$ cat config.mk
export PLATFORM = sky130hd
export DESIGN_NAME = fetch_stage
export DESIGN_NICKNAME = d
export VERILOG_FILES = /design/src/rtl/fetch_stage.sv
export SDC_FILE = /design/constraint.sdc
export NUM_CORES = 1
export LEC_CHECK = 0
export ABC_AREA = 0
export BUFFER_PORTS_ARGS = -buffer_cell sky130_fd_sc_hd__buf_2
export CORE_ASPECT_RATIO = 1.25
export CORE_UTILIZATION = 40
export CTS_CLUSTER_DIAMETER = 100
export DETAILED_ROUTE_END_ITERATION = 10
export PLACE_DENSITY = 0.75
export SLEW_MARGIN = 20
export SYNTH_ARGS = -nofsm -noshare
export SYNTH_HDL_FRONTEND = slang
export SYNTH_SLANG_ARGS = --single-unit
$ cat constraint.sdc
create_clock -name clk -period 2.1 [get_ports clk]
set_input_delay 0.42 -clock clk [delete_from_list [all_inputs] [get_ports clk]]
set_output_delay 0.42 -clock clk [all_outputs]
set_load 0.01 [all_outputs]
$ cat src/rtl/fetch_stage.sv
// IF stage of the 16-bit MIPS-like core: owns the PC, fetches from instr_mem and fills IF/ID.
// Handles stall, redirect flush and halting once the PC runs past the end of the ROM.
module fetch_stage #(
    parameter int PC_W      = 16,
    parameter int ROM_BYTES = 512,
    parameter int RESET_PC  = 0
) (
    input  logic            clk,
    input  logic            rst_n,
    output logic [PC_W-1:0] imem_pc,
    input  logic [15:0]     imem_instr,
    input  logic            stall,
    input  logic            redirect,
    input  logic [PC_W-1:0] redirect_pc,
    output logic            if_id_valid,
    output logic [15:0]     if_id_instr,
    output logic [PC_W-1:0] if_id_pc,
    output logic [PC_W-1:0] if_id_pc_p2,
    output logic            halted,
    output logic            misalign_err,
    output logic [15:0]     fetch_cnt
);

    typedef enum logic [1:0] {
        BUBBLE = 2'd0,
        RUN    = 2'd1,
        HALT   = 2'd2
    } state_t;

    localparam logic [PC_W:0]   ROM_LIM = (PC_W+1)'(ROM_BYTES);
    localparam logic [PC_W-1:0] PC_RST  = PC_W'(RESET_PC);
    localparam logic [PC_W-1:0] PC_STEP = PC_W'(2);

    state_t          state;
    logic [PC_W-1:0] pc_q;
    logic [PC_W-1:0] target;
    logic            target_in_rom;
    logic            pc_out_of_rom;

    function automatic logic [15:0] sat_inc(input logic [15:0] v);
        return (v == 16'hFFFF) ? v : v + 16'd1;
    endfunction

    assign imem_pc       = pc_q;
    assign target        = {redirect_pc[PC_W-1:1], 1'b0};
    assign target_in_rom = ({1'b0, target} < ROM_LIM);
    assign pc_out_of_rom = ({1'b0, pc_q} >= ROM_LIM);

    always_ff @(posedge clk or negedge rst_n) begin
        if (!rst_n) begin
            state        <= BUBBLE;
            pc_q         <= PC_RST;
            if_id_valid  <= 1'b0;
            if_id_instr  <= 16'h0000;
            if_id_pc     <= '0;
            if_id_pc_p2  <= '0;
            halted       <= 1'b0;
            misalign_err <= 1'b0;
            fetch_cnt    <= 16'h0000;
        end else begin
            case (state)
                BUBBLE: begin
                    state <= RUN;
                end
                RUN: begin
                    // Priority: redirect, then stall, then end-of-ROM, then normal fetch
                    if (redirect) begin
                        pc_q        <= target;
                        if_id_valid <= 1'b0;
                        if_id_instr <= 16'h0000;
                        if (redirect_pc[0])
                            misalign_err <= 1'b1;
                    end else if (stall) begin
                        pc_q <= pc_q;
                    end else if (pc_out_of_rom) begin
                        if_id_valid <= 1'b0;
                        if_id_instr <= 16'h0000;
                        halted      <= 1'b1;
                        state       <= HALT;
                    end else begin
                        if_id_instr <= imem_instr;
                        if_id_pc    <= pc_q;
                        if_id_pc_p2 <= pc_q + PC_STEP;
                        if_id_valid <= 1'b1;
                        pc_q        <= pc_q + PC_STEP;
                        fetch_cnt   <= sat_inc(fetch_cnt);
                    end
                end
                HALT: begin
                    // Only a redirect back into the ROM restarts fetch; stall has no effect here
                    if (redirect && target_in_rom) begin
                        pc_q        <= target;
                        if_id_valid <= 1'b0;
                        if_id_instr <= 16'h0000;
                        halted      <= 1'b0;
                        state       <= RUN;
                        if (redirect_pc[0])
                            misalign_err <= 1'b1;
                    end
                end
                default: begin
                    state <= BUBBLE;
                end
            endcase
        end
    end

endmodule

Word-level counts from Yosys, hierarchy flattened:

Index checks and enable logic that the tools add are counted.

* flip-flop bits (word level): 85
* input port bits: 36
* output and inout bits: 83
* logic and storage cells: 65

* add/sub/neg operators: 2
* magnitude comparators: 2
* eq/ne operators: 10
* mux-type cells: 28
* bitwise gates (word level): 4
* reduce and logical (&&, ||, !) cells: 10

Operators by type and width (number)
* 16-bit two-way mux: 8
* 16-bit case mux with 2 select lines: 2
* 16-bit by 1-bit adder with 16-bit output (second input constant): 1
* 16-bit by 2-bit adder with 16-bit output (second input constant): 1
* 16-bit == test (second input constant): 1
* 16-bit by 10-bit greater-or-equal comparator with 1-bit output (second input constant): 1
* 16-bit by 10-bit < comparator with 1-bit output (second input constant): 1
* 4-bit AND reduction: 3
* 1-bit two-way mux: 10
* 2-bit inequality test (second input constant): 5
* 5-bit AND reduction: 2
* 2-bit two-way mux: 4
* 3-bit inequality test (second input constant): 2
* 1-bit case mux with 2 select lines: 3
* 2-bit case mux with 3 select lines: 1
* 3-bit AND reduction: 2
* 1-bit NOT: 4
* 2-bit by 1-bit == test with 1-bit output (second input constant): 1
* 2-bit == test (second input constant): 1
* 2-bit zero test: 1
* 2-bit nonzero test: 1
* 1-bit logical AND: 1

Depth between registers and ports, before layout:

Gate-level depths: netlist of run 1.

* depth after elaboration: 5
* gate-level depth with buffers: 9
* mapped depth without buffers: 7

Least setup slack after synthesis of run 1:

OpenSTA, ideal clock, no wires.

* kind: flip-flop to flip-flop
* from: register fetch_cnt[0]
* to: register fetch_cnt[1]
* arrival: 1.846 ns
* data required time: 1.972 ns
* slack: 0.126 ns
* cell stages (with the launch flop): 7
* buffers on the path: 1
* clock period less this slack: 1.974 ns
* path through: dfrtp_1 ha_1 nand3_1 or3_4 o21bai_4 buf_6 mux2_1

* longest elaborated chain between the ends: 3
* elaborated cells between the ends (all ways): 4

RTL lines
* from (decl): RTL line 21 `output logic [15:0] fetch_cnt`
* from (signal assigned): RTL line 86 `fetch_cnt <= sat_inc(fetch_cnt);`
* branches (longest 3 deep; another with 16-bit by 1-bit adder with 16-bit output)

Parallel ways; which one is timed is not known.
A chain may end at the register's enable or synchronous reset.

Worst setup path in the final report of run 1:

* from: register fetch_cnt[0]
* to: register fetch_cnt[3]

Same word-level chain as after synthesis.

==> out/summary.txt, run 1 <==
Status -> finished, final reports clean
Crit path capture type -> flop
Total track usage -> 18.1%
Final ANT Viol Nets -> 0
Internal power -> 3.63 mW
Cell area after layout -> 0.00482 sq mm
Residual DRC -> 0
I/O Buffers -> 115
HPWL after DPL -> 6200 microns
Total negative slack -> 0 ns
Worst-Skew Late Latency -> 0.34 ns
Placed Cells -> 596
Ys async rst share -> 100%
Largest family of logic cells by synthesized area -> simple AND/OR/NAND/NOR gates
Ant diodes -> 0
Post-placement cell area -> 0.00453 sq mm
PD cells -> 1170 mW/mm^2
DR iter-0 viols -> 152
Post-route clock period utilization -> 92.8%
Largest cells by area after synthesis -> dfrtp_1 54%, nand2_1 6.3%, xor2_1 3.5%
Row count -> 39
Synth Area in XOR/XNOR -> 4.65%
Worst clock skew -> 0.00991 ns
Mux contribution to synthesized area -> 3.85%
Synth Cell Area -> 0.00377 sq mm
Synth top area share -> 54.4%
Compound-Gate Fraction of Synth Area -> 11.5%
Area share of fa/ha/maj cells after synthesis -> 1.66%
Share of cells above drive strength 1 -> 35.6%
Maximum VDD drop -> 0.595 mV
Main synth FF type -> dfrtp_1
I/O pin cnt -> 119
Post-CTS Setup Inserts -> 0
Largest net degree at the start of global routing -> 45
Initial antenna violation count -> 0
Max transition margin -> 61.7%
Clock Path Buffers -> 2
Hold Crit Class -> in -> async
Routed via count -> 3082
Reg power frac -> 38.7%
Layout Utilization -> 52.8%
Worst-case hold slack -> 0.0916 ns
Top cells by count, synth -> 82 x dfrtp_1, 63 x nand2_1, 20 x o21ai_0
Register bit count reported by yosys -> 82
Post-synth EDFFs -> 0
DRT Pass-1 Iters -> 4
Grt total ovfl -> 0
Total power -> 5.65 mW
Fillcell total -> 854
Setup violators final -> 0
Max Slew Vio Count -> 0
Critical path fanouts, max -> 8
Setup CP Type -> reg -> reg
Mapped Cells -> 363
Distinct cells, synth -> 50
DRT Wirelength -> 8430 microns
Min Tclk post-route -> 1.95 ns
CTS tree -> yes
CP startpoint kind -> flop
Die Span Y -> 111 microns
Initial core utilization -> 41.3%
Post-Layout Cell Count -> 612
Simple-gate portion of the synthesized area -> 20.3%
Vias per cell -> 5.04
Lkg Pwr -> 2.46 nW
NumNets Final -> 525
Die Wd -> 88.8 microns
H-tree depth -> 3
Num CTS Buffers -> 9
WP data required -> 2.31 ns
Area growth, synth to finish -> 27.9%
Synth area leader -> dfrtp_1
Vias in the first global route -> 2928
Worst EP arrival -> 2.16 ns
Clk root buf -> clkbuf_16
Maxcap violations -> 0
NetSw -> 2.02 mW
Max Clk Rate -> 513 MHz
GPL Wtd Cong -> 0.863
Clk pwr share -> 26.8%
# resized after CTS -> 0
Drt wl/cell -> 13.8 microns
Seq/Total Area, Yosys -> 54.4%
Final WS setup -> 0.151 ns
Synth Area per Inst -> 10.4 sq um
Slew @ Worst Pin -> 0.575 ns
Ys Warns -> 0
First-pass GRT wire length -> 13800 microns
Combinational share of power -> 34.5%
Clock sinks -> 82
Sw frac -> 35.7%
Die area -> 0.00982 sq mm
Most numerous cell in the Yosys netlist -> dfrtp_1
Worst slack at placement -> 0.0364 ns
Final hold vios -> 0
Post-CTS Hold Fix Bufs -> 0
Setup repair after global routing missed its margin -> false
Reg clk slew, reported paths -> 0.06 ns
Core Area -> 0.00913 sq mm
-- flip-flops by register name, indices dropped and copies added (netlist names) --
| name | flops |
|---|---|
| misalign_err | 1 |
| state | 2 |
| halted | 1 |
| if_id_valid | 1 |
| if_id_pc | 15 |
| fetch_cnt | 16 |
| if_id_instr | 16 |
| imem_pc | 15 |
| if_id_pc_p2 | 15 |
-- per-layer routing --
metal  global-route usage (%)  up-vias  share of wire, %
li1                         -     1489                 -
met1                     22.7     1483                45
met2                     29.3      100                49
met3                     4.04       10               4.7
met4                     7.85        0               1.7
met5                        0        -                 0
-- cell type report --
class | instances | area, sq um | share of cell area, %
timing repair buffer | 131 | 711 | 14.7
clock inverter | 5 | 55.1 | 1.14
sequential | 82 | 2050 | 42.6
tap | 123 | 154 | 3.19
inverter | 5 | 18.8 | 0.390
multi-input combinational | 255 | 1600 | 33.1
clock buffer | 11 | 233 | 4.83
-- path summary, 6_finish.rpt --
path	from	end	slack, ns	depth (start not counted)
setup / recovery	fetch_cnt[0]	fetch_cnt[3]	0.15	7
hold / removal	rst_n	imem_pc[6]	0.09	1
setup reg to reg	fetch_cnt[0]	fetch_cnt[3]	0.15	7
hold reg to reg	if_id_instr[0]	if_id_instr[0]	0.47	2
max in group asynchronous	rst_n	if_id_pc[15]	1.41	2
min in group clk	imem_instr[7]	if_id_instr[7]	0.31	3
-- power by group through the flow --
stage               sequential, mW  combinational, mW  clock, mW
floorplan                     2.31               1.13          0
detailed placement            2.21               1.93          0
finish                        2.19               1.95       1.52
global route                  2.23               2.16       1.62
CTS                           2.19               1.94       1.56
global placement              2.20               1.88          0
-- cell usage in the layout (no fill, tap or decap), types with 7 or more instances in the layout --
cell type	Yosys	routed
nand4_1	7	7
o21ai_0	20	20
and2_1	16	16
nand3_1	11	11
buf_4	4	16
buf_2	5	114
clkbuf_16	0	9
a21oi_1	11	11
mux2_2	11	11
nor2_1	17	17
xor2_1	15	15
dfrtp_1	82	82
o21ai_1	15	15
nand2_1	63	63
-- cell families (layout without fill, tap and decap cells) --
| logic type | count (synthesis) | count (layout) |
|---|---|---|
| simple gates | 143 | 143 |
| fa+ha+maj | 5 | 5 |
| flops | 82 | 82 |
| mux | 13 | 13 |
| buf+inv | 28 | 152 |
| compound gates | 71 | 71 |
| other cells | 1 | 3 |
| xor+xnor | 20 | 20 |
-- worst max-delay path, stage by stage, from the launching register on --
cell and delay, ns:
dfrtp_1 0.41, ha_1 0.20, nand3_1 0.10, or3_4 0.43
o21bai_4 0.28, buf_4 0.22, nor2b_1 0.06, xor2_1 0.14
Power figures use the tool's default switching activity.
==> inputs of run 2 (changes only) <==
CORE_ASPECT_RATIO = 0.8   (was 1.25)
PLACE_DENSITY = 0.72   (was 0.75)
==> run 2 against run 1 <==
Wire length increased by 2.6%. Largest cell class unchanged. Via count increased by 1.8%. Non-clock buffer count increased by 6. Highest routed layer unchanged. Largest power group unchanged.
==> out/summary.txt, run 2 (same netlist as run 1, synthesis figures left out) <==
Status -> finished, final reports clean
Initial antenna violation count -> 0 (unchanged)
Hold Crit Class -> in -> reg
Gr busiest metal -> met2
Reg clk slew, reported paths -> 0.06 ns (about the same)
Crit path capture type -> flop
Worst-Skew Late Latency -> 0.33 ns (about the same)
Total track usage -> 18.3% (+0.26 points)
Final hold vios -> 0 (unchanged)
GPL Wtd Cong -> 0.829 (-4.0%)
Num CTS Buffers -> 9 (unchanged)
Die Span Y -> 88.8 microns (-20%)
I/O pin cnt -> 119 (unchanged)
Total power -> 5.63 mW (-0.34%)
Row count -> 31 (-21%)
Share of cells above drive strength 1 -> 36.6% (+1.1 points)
Most common cell after layout, fill and taps aside -> buf_2
PD cells -> 1160 mW/mm^2 (-1.3%)
Most frequent cells in the layout -> 114 x buf_2, 82 x dfrtp_1, 63 x nand2_1
Post-route clock period utilization -> 92.5% (-0.36 points)
Met3 Use GR -> 5.27% (+1.2 points)
Clock Path Buffers -> 2 (unchanged)
Max Clk Rate -> 515 MHz (+0.39%)
HPWL after DPL -> 6280 microns (+1.3%)
Maximum VDD drop -> 0.653 mV (+9.6%)
Placed Cells -> 591 (-0.84%)
Top flop regs -> fetch_cnt: 16 flops, if_id_instr: 16 flops
Initial core utilization -> 41.3% (+0.045 points)
Worst clock skew -> 0.00330 ns (-0.00660 ns)
CTS tree -> yes
Critical path fanouts, max -> 6 (-2)
Vias in the first global route -> 2917 (-0.38%)
H-tree depth -> 3 (unchanged)
Vias per cell -> 5.15 (+2.3%)
Area growth, synth to finish -> 29.2%
Clk root buf -> clkbuf_16
Die Wd -> 111 microns (+24%)
Lkg Pwr -> 2.49 nW (+1.5%)
Worst EP arrival -> 2.15 ns (about the same)
Setup repair after global routing missed its margin -> false
Drt wl/cell -> 14.2 microns (+3.1%)
Max Slew Vio Count -> 0 (unchanged)
WP data required -> 2.31 ns (about the same)
Cell area after layout -> 0.00487 sq mm (+1.0%)
NumNets Final -> 532 (+1.3%)
Layout Utilization -> 53.4% (+0.59 points)
DRT Pass-1 Iters -> 4 (unchanged)
Die area -> 0.00982 sq mm (unchanged)
DR iter-0 viols -> 159 (+4.6%)
CP startpoint kind -> flop
Post-Layout Cell Count -> 609 (-0.49%)
Min Tclk post-route -> 1.94 ns (-0.00766 ns)
Met1 Usage GRT -> 24.6% (+1.9 points)
First-pass GRT wire length -> 14200 microns (+3.5%)
M2 GR Usage -> 29.0% (-0.32 points)
Ant diodes -> 0 (unchanged)
DRT Wirelength -> 8650 microns (+2.6%)
Largest net degree at the start of global routing -> 43 (-4.4%)
Grt total ovfl -> 0 (unchanged)
Setup CP Type -> reg -> reg
I/O Buffers -> 115 (unchanged)
Post-placement cell area -> 0.00454 sq mm (+0.28%)
Routed via count -> 3137 (+1.8%)
Final ANT Viol Nets -> 0 (unchanged)
Total negative slack -> 0 ns (unchanged)
Core Area -> 0.00911 sq mm (-0.11%)
Clock sinks -> 82 (unchanged)
Setup violators final -> 0 (unchanged)
Residual DRC -> 0 (unchanged)
Maxcap violations -> 0 (unchanged)
run 2: layer usage:
| layer | routed length, microns | up-vias |
|---|---|---|
| met5 | 0 | - |
| met4 | 58 | 0 |
| met3 | 576 | 6 |
| met2 | 4000 | 119 |
| met1 | 4010 | 1512 |
| li1 | - | 1500 |
run 2: worst paths after layout:
check                      cells after the start        endpoint           from  slack (ns)
min in group asynchronous                      2    misalign_err          rst_n        0.50
min reg2reg                                    1    misalign_err   misalign_err        0.46
max in group asynchronous                      3  if_id_pc_p2[8]          rst_n        1.01
min                                            3  if_id_instr[7]  imem_instr[7]        0.32
max                                            5    fetch_cnt[1]   fetch_cnt[6]        0.16
max reg2reg                                    5    fetch_cnt[1]   fetch_cnt[6]        0.16
run 2: timing repair:
item | 4_1_cts | 5_1_grt
hold buffers | 1 | 0
setup buffers | 0 | 2
endpoints found under the hold margin | 17 | 0
resized for setup | 0 | 5
setup endpoints to repair | 0 | 17
run 2: layout make-up:
cell class	instances	area (sq um)
clock buffer	10	229
clock inverter	4	45.0
fill	811	4250
inverter	5	18.8
multi-input combinational	256	1620
sequential	82	2050
tap	115	144
timing repair buffer	137	758
run 2: metrics by stage:
stage	setup slack, ns	hold slack (ns)
floorplan	0.126	0.124
global placement	0.121	0.317
detailed placement	0.0503	0.312
CTS	0.0451	0.308
global route	0.000332	0.314
finish	0.158	0.321
run 2: worst max-delay path, stage by stage, from the launching register on:
cell and delay (ns):
dfrtp_1 0.41, nand4_1 0.24, or3_4 0.51, o21bai_4 0.20, buf_4 0.16, mux2_1 0.31
run 2: report_power, final:
| group | total (mW) | switching, mW | internal [mW] |
|---|---|---|---|
| Sequential | 2.19 | 0.308 | 1.89 |
| Clock | 1.49 | 0.587 | 0.901 |
| Combinational | 1.95 | 1.11 | 0.833 |
| Total | 5.63 | 2.01 | 3.62 |
